===== config.mk =====
export PLATFORM = sky130hd
export DESIGN_NAME = bubble_sort_ctrl
export DESIGN_NICKNAME = d
export VERILOG_FILES = /design/src/rtl/sort_pkg.sv /design/src/rtl/sort_cycle_cnt.sv /design/src/rtl/bubble_sort_ctrl.sv
export SDC_FILE = /design/constraint.sdc
export NUM_CORES = 1
export LEC_CHECK = 0
export BUFFER_PORTS_ARGS = -buffer_cell sky130_fd_sc_hd__clkbuf_2
export CAP_MARGIN = 20
export CORE_MARGIN = 3
export CORE_UTILIZATION = 53
export DETAILED_ROUTE_END_ITERATION = 8
export PLACE_DENSITY = 0.75
export SLEW_MARGIN = 40
export SYNTH_ARGS = -nofsm -noshare
export SYNTH_HDL_FRONTEND = slang
export SYNTH_SLANG_ARGS = --single-unit

===== constraint.sdc =====
create_clock -name CLK100MHZ -period 2.9 [get_ports CLK100MHZ]
set_input_delay 0.145 -clock CLK100MHZ [delete_from_list [all_inputs] [get_ports CLK100MHZ]]
set_output_delay 0.145 -clock CLK100MHZ [all_outputs]
set_load 0.02 [all_outputs]

===== src/rtl/sort_pkg.sv =====
// Shared types and defaults for the in-place RAM bubble sorter.
// Holds the FSM state enum, default bus widths and the cycle-count width.
package sort_pkg;

  localparam int AW_DEF = 8;
  localparam int DW_DEF = 16;
  localparam int CNT_W  = 16;

  typedef enum logic [2:0] {
    S_IDLE,
    S_RD_A,
    S_RD_B,
    S_WR_A,
    S_WR_B,
    S_DONE
  } state_e;

endpackage


===== src/rtl/sort_cycle_cnt.sv =====
// Saturating cycle counter: clr_i zeroes, en_i counts up, sticks at all-ones.
// Ports: clk_i, rst_ni, clr_i, en_i in; cnt_o [CNT_W] out.
module sort_cycle_cnt
  import sort_pkg::*;
(
  input  logic             clk_i,
  input  logic             rst_ni,
  input  logic             clr_i,
  input  logic             en_i,
  output logic [CNT_W-1:0] cnt_o
);

  logic [CNT_W-1:0] cnt_q;
  logic [CNT_W-1:0] cnt_d;

  always_comb begin
    cnt_d = cnt_q;
    if (clr_i) begin
      cnt_d = '0;
    end else if (en_i && (cnt_q != '1)) begin
      cnt_d = cnt_q + 1'b1;
    end
  end

  always_ff @(posedge clk_i or negedge rst_ni) begin
    if (!rst_ni) cnt_q <= '0;
    else         cnt_q <= cnt_d;
  end

  assign cnt_o = cnt_q;

endmodule


===== src/rtl/bubble_sort_ctrl.sv =====
// Bubble-sort controller that sorts N words in place in an async-read RAM.
// Ports: CLK100MHZ, rstn, run, mem_rdata in; mem_addr/wdata/we, busy, done, cnt out.
module bubble_sort_ctrl
  import sort_pkg::*;
#(
  parameter int N      = 256,
  parameter int AW     = AW_DEF,
  parameter int DW     = DW_DEF,
  parameter int ASCEND = 1
) (
  input  logic             CLK100MHZ,
  input  logic             rstn,
  input  logic             run,
  input  logic [DW-1:0]    mem_rdata,
  output logic [AW-1:0]    mem_addr,
  output logic [DW-1:0]    mem_wdata,
  output logic             mem_we,
  output logic             busy,
  output logic             done,
  output logic [CNT_W-1:0] cnt
);

  state_e        state_q, state_d;
  logic [AW-1:0] i_q, i_d;
  logic [AW-1:0] last_q, last_d;
  logic [DW-1:0] a_q, a_d;
  logic [DW-1:0] b_q, b_d;
  logic          sw_q, sw_d;

  logic cnt_clr;
  logic ooo;
  logic adv;
  logic more;
  logic again;

  // Strict compare: equal words never swap, keeping the sort stable.
  assign ooo = (ASCEND != 0) ? (a_q > mem_rdata)
                             : (a_q < mem_rdata);

  assign busy = (state_q != S_IDLE);

  always_comb begin
    state_d   = state_q;
    i_d       = i_q;
    last_d    = last_q;
    a_d       = a_q;
    b_d       = b_q;
    sw_d      = sw_q;
    mem_addr  = '0;
    mem_wdata = '0;
    mem_we    = 1'b0;
    done      = 1'b0;
    cnt_clr   = 1'b0;
    adv       = 1'b0;
    more      = 1'b0;
    again     = 1'b0;

    unique case (state_q)
      S_IDLE: begin
        if (run) begin
          i_d     = '0;
          last_d  = AW'(N - 1);
          sw_d    = 1'b0;
          cnt_clr = 1'b1;
          state_d = S_RD_A;
        end
      end
      S_RD_A: begin
        mem_addr = i_q;
        a_d      = mem_rdata;
        state_d  = S_RD_B;
      end
      S_RD_B: begin
        mem_addr = i_q + 1'b1;
        b_d      = mem_rdata;
        if (ooo) begin
          sw_d    = 1'b1;
          state_d = S_WR_A;
        end else begin
          adv = 1'b1;
        end
      end
      S_WR_A: begin
        mem_addr  = i_q;
        mem_wdata = b_q;
        mem_we    = 1'b1;
        state_d   = S_WR_B;
      end
      S_WR_B: begin
        mem_addr  = i_q + 1'b1;
        mem_wdata = a_q;
        mem_we    = 1'b1;
        adv       = 1'b1;
      end
      S_DONE: begin
        done    = 1'b1;
        state_d = S_IDLE;
      end
      default: state_d = S_IDLE;
    endcase

    // Pair finished: step within the pass, start a shorter
    // pass, or stop once a pass made no swaps.
    if (adv) begin
      more  = (i_q < (last_q - 1'b1));
      again = !more && sw_d && (last_q > AW'(1));
      unique case (1'b1)
        more: begin
          i_d     = i_q + 1'b1;
          state_d = S_RD_A;
        end
        again: begin
          last_d  = last_q - 1'b1;
          i_d     = '0;
          sw_d    = 1'b0;
          state_d = S_RD_A;
        end
        default: state_d = S_DONE;
      endcase
    end
  end

  always_ff @(posedge CLK100MHZ or negedge rstn) begin
    if (!rstn) begin
      state_q <= S_IDLE;
      i_q     <= '0;
      last_q  <= '0;
      a_q     <= '0;
      b_q     <= '0;
      sw_q    <= 1'b0;
    end else begin
      state_q <= state_d;
      i_q     <= i_d;
      last_q  <= last_d;
      a_q     <= a_d;
      b_q     <= b_d;
      sw_q    <= sw_d;
    end
  end

  sort_cycle_cnt u_cnt (
    .clk_i  (CLK100MHZ),
    .rst_ni (rstn),
    .clr_i  (cnt_clr),
    .en_i   (busy),
    .cnt_o  (cnt)
  );

endmodule


==> flow_metrics.py, run 1 <==
metrics = {
    "synth": {
        "syn-num-nets": 484,
        "synth-seq-cells": 68,
        "postSynth.asyncResetShare": 1.00,
        "synth.distinct_cells": 52,
        "yosysSeqAreaShare": 0.418,
        "synth_enable_flop_cells": 0,
        "ys_warn_count": 0,
        "synth_area_um2": 4070,
        "avgSynthCellArea_um2": 9.29,
        "syn_inst": 438,
        "ys.flop_type": "dfrtp_1",
    },
    "critical_path": {
        "r2r_slack_ns": 0.12,
        "worstPathCellList": "inv_1 -> ha_4 -> inv_1 -> nor3_2 -> xnor2_1 -> ha_1 -> a21o_1 -> a21o_1 -> a221o_1 -> a21oi_2 -> a211oi_4 -> buf_4 -> a21o_1",
        "worst-r2r-cell-count": 13,
        "arrival_ns": 3.02,
        "crit_path_frequent_cell": "a21o_1",
        "timing.rr.start": "last_q[1]",
        "r2r-end": "i_q[6]",
        "critPathMaxStageDelay_ns": 0.42,
        "crit_type": "flip-flop to flip-flop",
        "worstPathRequired_ns": 3.14,
        "start_kind": "flip-flop",
        "endpoint_kind": "flip-flop",
        "slowest_stage": "dfrtp_1",
        "path_depth": 13,
        "cp_max_fo": 6,
        "cp.buffers_inverters": 3,
        "path_delay_family": "compound AO/OA/AOI/OAI gates",
    },
    "route": {
        "via_per_inst": 5.62,
        "wire_per_inst_um": 15.3,
        "drt_iter0_markers": 170,
        "dr.pass1.iters": 4,
        "wl_mm": 9.38,
        "vias": 3446,
        "ant_nets": 0,
        "drt_drc_violations_left": 0,
    },
    "clock_tree": {
        "root_buffer": "clkbuf_8",
        "cts.path.max_buffers": 2,
        "cts.clk_slew.worst_paths_ns": 0.08,
        "cts_buffers": 9,
        "cts_tree": "done",
        "clk_latency_ns": 0.35,
        "h-tree-depth": 3,
        "numClockSinks": 68,
    },
    "timing": {
        "setup_viol": 0,
        "setup_ws_ns": 0.115,
        "post-route-period-util": 0.960,
        "finalCriticalPeriod_ns": 2.78,
        "slew_viol_final": 0,
        "clock-skew-final_ns": 0.0107,
        "whs_ns": 0.0288,
        "max_freq_mhz": 359,
        "timing.final.hold_violations": 0,
        "slew_headroom": 0.548,
        "worstMarginPinSlew_ns": 0.678,
        "fin_setup_tns_ns": 0,
    },
    "layout": {
        "nets": 555,
        "drive_above_1_share": 0.253,
        "insertedDiodeCount": 0,
        "area.growth.synth_to_final_pct": 18.9,
        "final_core_util": 0.659,
    },
    "floorplan": {
        "die_h_um": 93.6,
        "fp.dieW_um": 93.6,
        "rows": 31,
        "initial_utilization": 0.555,
        "dieArea_um2": 8760,
        "num_io_pins": 62,
        "core_um2": 7330,
    },
    "worst_hold_path": {
        "hold_path_startpoint": "mem_rdata[0]",
        "hold_depth": 3,
        "worstHoldPathType": "input port to flip-flop",
        "min_to": "b_q[0]",
    },
    "power_and_ir_drop": {
        "p_per_area_nw_per_um2": 855,
        "vdd_drop_max_v": 0.000542,
        "p_leak_nw": 2.39,
    },
    "global_routing": {
        "grt_max_degree": 32,
        "overflow": 0,
        "grt_pass1_wl_mm": 15.7,
        "grt_use_total": 0.226,
        "grt_pass1_vias": 3342,
        "antenna_found_initial": 0,
    },
    "placement": {
        "place_ws_ns": 0.0216,
        "gp_congestion": 0.838,
        "portBuffers": 61,
        "hpwl_mm": 6.55,
    },
    "run": {
        "max_cap_violations": 0,
    },
    "run_status": {
        "outcome": "completed",
    },
}
-- metrics by stage --
| stage | total power, mW | instances | cell area [um^2] |
|---|---|---|---|
| after floorplan | 2.72 | 438 | 4070 |
| after global placement | 3.15 | 593 | 4510 |
| after detailed placement | 3.21 | 593 | 4510 |
| after CTS | 4.12 | 610 | 4750 |
| after global routing | 4.44 | 613 | 4830 |
| final | 4.14 | 613 | 4830 |
-- tightest hold or removal path, cell delays in order --
cell and delay [ns]:
clkbuf_2 0.10, nand2_1 0.06, nand2_1 0.04
-- flip-flops by register name, summed over array words and instances, names as in the netlist --
signal,count
a_q,16
u_cnt.cnt_o,16
i_q,8
state_q,3
last_q,8
sw_q,1
b_q,16
-- power by group --
group | leakage [nW] | switching (mW) | total [mW] | internal (mW)
logic | 1.45 | 0.990 | 1.69 | 0.698
clock network | 0.106 | 0.384 | 0.895 | 0.511
registers | 0.835 | 0.308 | 1.55 | 1.24
-- routing by layer --
metal / share of wire / track usage
met5: 0 / 0
met3: 0.051 / 0.0523
met4: 0.011 / 0.0674
met2: 0.49 / 0.365
met1: 0.44 / 0.302
-- kinds of logic after synthesis --
kind of cell,Yosys count,synth area share
AOI/OAI and AO/OA,105,0.178
buffers and inverters,45,0.0440
xor gates and xnor gates,20,0.0431
and+or+nand+nor,156,0.187
DFF,68,0.418
adders and majority gates,27,0.0831
muxes,17,0.0468
-- synthesized netlist by cell type, types with 4 or more instances --
| master | n | area [um^2] |
|---|---|---|
| dfrtp_1 | 68 | 1700 |
| xor2_1 | 12 | 105 |
| o22ai_1 | 8 | 50.1 |
| nand3_1 | 15 | 75.1 |
| and2_1 | 5 | 31.3 |
| o21ai_0 | 23 | 115 |
| nand4_1 | 7 | 43.8 |
| nor3_1 | 7 | 35.0 |
| a31oi_1 | 4 | 25.0 |
| inv_1 | 27 | 101 |
| a21oi_1 | 24 | 120 |
| a21o_1 | 9 | 67.6 |
| ha_1 | 27 | 338 |
| clkbuf_1 | 8 | 30.0 |
| nand2_1 | 62 | 233 |
| nor2b_1 | 5 | 31.3 |
| nand2b_1 | 4 | 25.0 |
| and3_1 | 7 | 43.8 |
| or2_2 | 4 | 25.0 |
| buf_2 | 8 | 40.0 |
| a22o_1 | 15 | 131 |
| nor2_1 | 24 | 90.1 |
| xnor2_1 | 8 | 70.1 |
| mux2_2 | 15 | 169 |
-- cells in the final DEF, fill, tap and decap left out, types with 10 or more instances in the layout --
| cell | n |
|---|---|
| a22o_1 | 15 |
| clkbuf_8 | 10 |
| o21ai_0 | 23 |
| nand3_1 | 15 |
| inv_1 | 27 |
| mux2_2 | 15 |
| ha_1 | 26 |
| nor2_1 | 24 |
| clkbuf_2 | 60 |
| a21oi_1 | 22 |
| buf_4 | 15 |
| dfrtp_1 | 66 |
| xor2_1 | 12 |
| nand2_1 | 62 |
-- what timing repair did --
action | in CTS | in global routing
hold buffers | 1 | 0
endpoints found under the hold margin | 21 | 0
buffers inserted | 0 | 3
pin swaps | 0 | 7
setup endpoints to repair | 1 | 16
gates resized for setup | 1 | 12
-- worst max-delay path by stage --
| stage | endpoint | start | slack [ns] |
|---|---|---|---|
| 2_1_floorplan | last_q[6] | last_q[0] | 0.26 |
| 3_3_place_gp | last_q[1] | last_q[3] | 0.11 |
| 3_5_place_dp | last_q[1] | last_q[3] | 0.02 |
| 4_1_cts | last_q[1] | last_q[3] | 0.07 |
| 5_1_grt | i_q[4] | last_q[1] | -0.04 |
| 6_report | i_q[6] | last_q[1] | 0.12 |
-- final cells by class --
class | count | area [um^2]
clock buffer | 11 | 141
sequential | 68 | 1700
timing repair buffer | 77 | 428
tap | 99 | 124
inverter | 28 | 105
clock inverter | 5 | 83.8
fill | 598 | 2500
multi-input combinational | 325 | 2250
(Power assumes the default switching activity.)
==> inputs of run 2 (changes only) <==
--- a/config.mk
+++ b/config.mk
@@ -5,12 +5,12 @@
 export SDC_FILE = /design/constraint.sdc
 export NUM_CORES = 1
 export LEC_CHECK = 0
-export BUFFER_PORTS_ARGS = -buffer_cell sky130_fd_sc_hd__clkbuf_2
 export CAP_MARGIN = 20
 export CORE_MARGIN = 3
 export CORE_UTILIZATION = 53
 export DETAILED_ROUTE_END_ITERATION = 8
-export PLACE_DENSITY = 0.75
+export DONT_BUFFER_PORTS = 1
+export PLACE_DENSITY = 0.68
 export SLEW_MARGIN = 40
 export SYNTH_ARGS = -nofsm -noshare
 export SYNTH_HDL_FRONTEND = slang
==> flow_metrics.py, run 2 (synthesis results as in run 1) <==
metrics = {
    "critical_path": {
        "worstPathCellList": "nor3_4 -> nand3_1 -> xor2_2 -> ha_1 -> a21o_1 -> a21o_1 -> a221o_1 -> a21oi_2 -> a211oi_4 -> buf_4 -> a21o_1",
        "timing.rr.start": "last_q[3]",
        "r2r_slack_ns": 0.10,
        "crit_path_frequent_cell": "a21o_1",
        "r2r-end": "i_q[5]",
        "worst-r2r-cell-count": 11,
        "slowest_stage": "dfrtp_2",
        "worstPathRequired_ns": 3.14,
        "critPathMaxStageDelay_ns": 0.45,
        "arrival_ns": 3.04,
        "crit_type": "flip-flop to flip-flop",
        "endpoint_kind": "flip-flop",
        "start_kind": "flip-flop",
        "cp_max_fo": 7,
    },
    "global_routing": {
        "grt_pass1_vias": 3213,
        "overflow": 0,
        "antenna_found_initial": 0,
        "grt_max_degree": 69,
        "grt_use_total": 0.224,
        "grt_pass1_wl_mm": 15.4,
    },
    "timing": {
        "worstMarginPinSlew_ns": 0.720,
        "fin_setup_tns_ns": 0,
        "finalCriticalPeriod_ns": 2.80,
        "slew_headroom": 0.515,
        "clock-skew-final_ns": 0.00979,
        "setup_viol": 0,
        "slew_viol_final": 0,
        "timing.final.hold_violations": 0,
        "post-route-period-util": 0.964,
        "max_freq_mhz": 358,
    },
    "clock_tree": {
        "cts.path.max_buffers": 2,
        "h-tree-depth": 3,
        "cts_buffers": 9,
        "cts.clk_slew.worst_paths_ns": 0.08,
        "numClockSinks": 68,
        "root_buffer": "clkbuf_8",
        "clk_latency_ns": 0.35,
        "cts_tree": "done",
    },
    "power_and_ir_drop": {
        "vdd_drop_max_v": 0.000493,
        "p_leak_nw": 2.14,
        "p_per_area_nw_per_um2": 829,
    },
    "layout": {
        "area.growth.synth_to_final_pct": 14.1,
        "layout_commonest_cell": "dfrtp_1",
        "nets": 510,
        "final_core_util": 0.633,
        "insertedDiodeCount": 0,
        "drive_above_1_share": 0.147,
        "final_cell_mix": "67 x dfrtp_1, 62 x nand2_1, 26 x inv_1, 26 x ha_1, 24 x nor2_1",
    },
    "route": {
        "drt_iter0_markers": 180,
        "vias": 3278,
        "drt_drc_violations_left": 0,
        "dr.pass1.iters": 4,
        "wl_mm": 9.24,
        "via_per_inst": 5.77,
        "wire_per_inst_um": 16.3,
        "ant_nets": 0,
    },
    "floorplan": {
        "num_io_pins": 62,
        "core_um2": 7330,
        "die_h_um": 93.6,
        "rows": 31,
        "initial_utilization": 0.555,
        "fp.dieW_um": 93.6,
        "dieArea_um2": 8760,
    },
    "worst_hold_path": {
        "hold_path_startpoint": "run",
        "min_to": "state_q[0]",
        "hold_depth": 2,
        "worstHoldPathType": "input port to flip-flop",
    },
    "run_status": {
        "outcome": "completed",
    },
    "run": {
        "max_cap_violations": 0,
    },
    "placement": {
        "portBuffers": 0,
        "hpwl_mm": 6.25,
        "gp_congestion": 0.890,
    },
}
-- run 2: worst max path at each step --
stage               from   endpoint  slack (ns)  depth (start not counted)
2_1_floorplan  last_q[0]  last_q[6]        0.26                         14
6_report       last_q[3]     i_q[5]        0.10                         11
4_1_cts        last_q[3]  last_q[1]        0.04                         12
3_5_place_dp   last_q[3]  last_q[1]        0.09                         12
3_3_place_gp   last_q[1]  last_q[1]        0.12                         13
5_1_grt        last_q[2]     i_q[4]       -0.02                         11
-- run 2: area by class of cell --
class,count,area [um^2]
Clock buffer,11,141
Clock inverter,5,36.3
Fill cell,602,2690
Inverter,28,105
Multi-Input combinational cell,325,2230
Sequential cell,68,1700
Tap cell,99,124
Timing Repair Buffer,32,303
-- run 2: critical path, delay by kind of cell (launching register included) --
| kind | cells | cell delay (ns) |
|---|---|---|
| AOI/OAI and AO/OA | 6 | 1.24 |
| xor gates and xnor gates | 1 | 0.18 |
| adders and majority gates | 1 | 0.29 |
| buffers and inverters | 1 | 0.17 |
| DFF | 1 | 0.45 |
| and+or+nand+nor | 2 | 0.35 |
-- run 2: power by group --
group	total, mW	internal, mW	switching, mW
combinational	1.57	0.621	0.947
clock	0.718	0.335	0.383
sequential	1.56	1.24	0.317
total	3.85	2.20	1.65
-- run 2: timing repair --
action,in CTS,in global routing
resized for setup,0,11
buffers inserted,0,3
endpoints found under the setup margin,0,16
endpoints found under the hold margin,100,0
hold buffers,18,0
-- run 2: metrics by stage --
step	instance area [um^2]	worst slack [ns]	power, mW	std cells	hold WS (ns)
finish	4640	0.103	3.85	568	0.0373
global route	4640	-0.0210	4.15	568	0.0247
CTS	4580	0.0448	3.86	565	0.0177
detailed placement	4200	0.0870	3.08	531	-0.149
global placement	4200	0.120	3.03	531	-0.149
floorplan	4070	0.261	2.72	438	-0.151
-- run 2: per-layer routing --
layer  up-vias  track usage  part of all wire
met5         -            0                 0
met2        63        0.374              0.50
met4         0       0.0806             0.016
met3        12       0.0483             0.045
met1      1591        0.287              0.44
li1       1612            -                 -
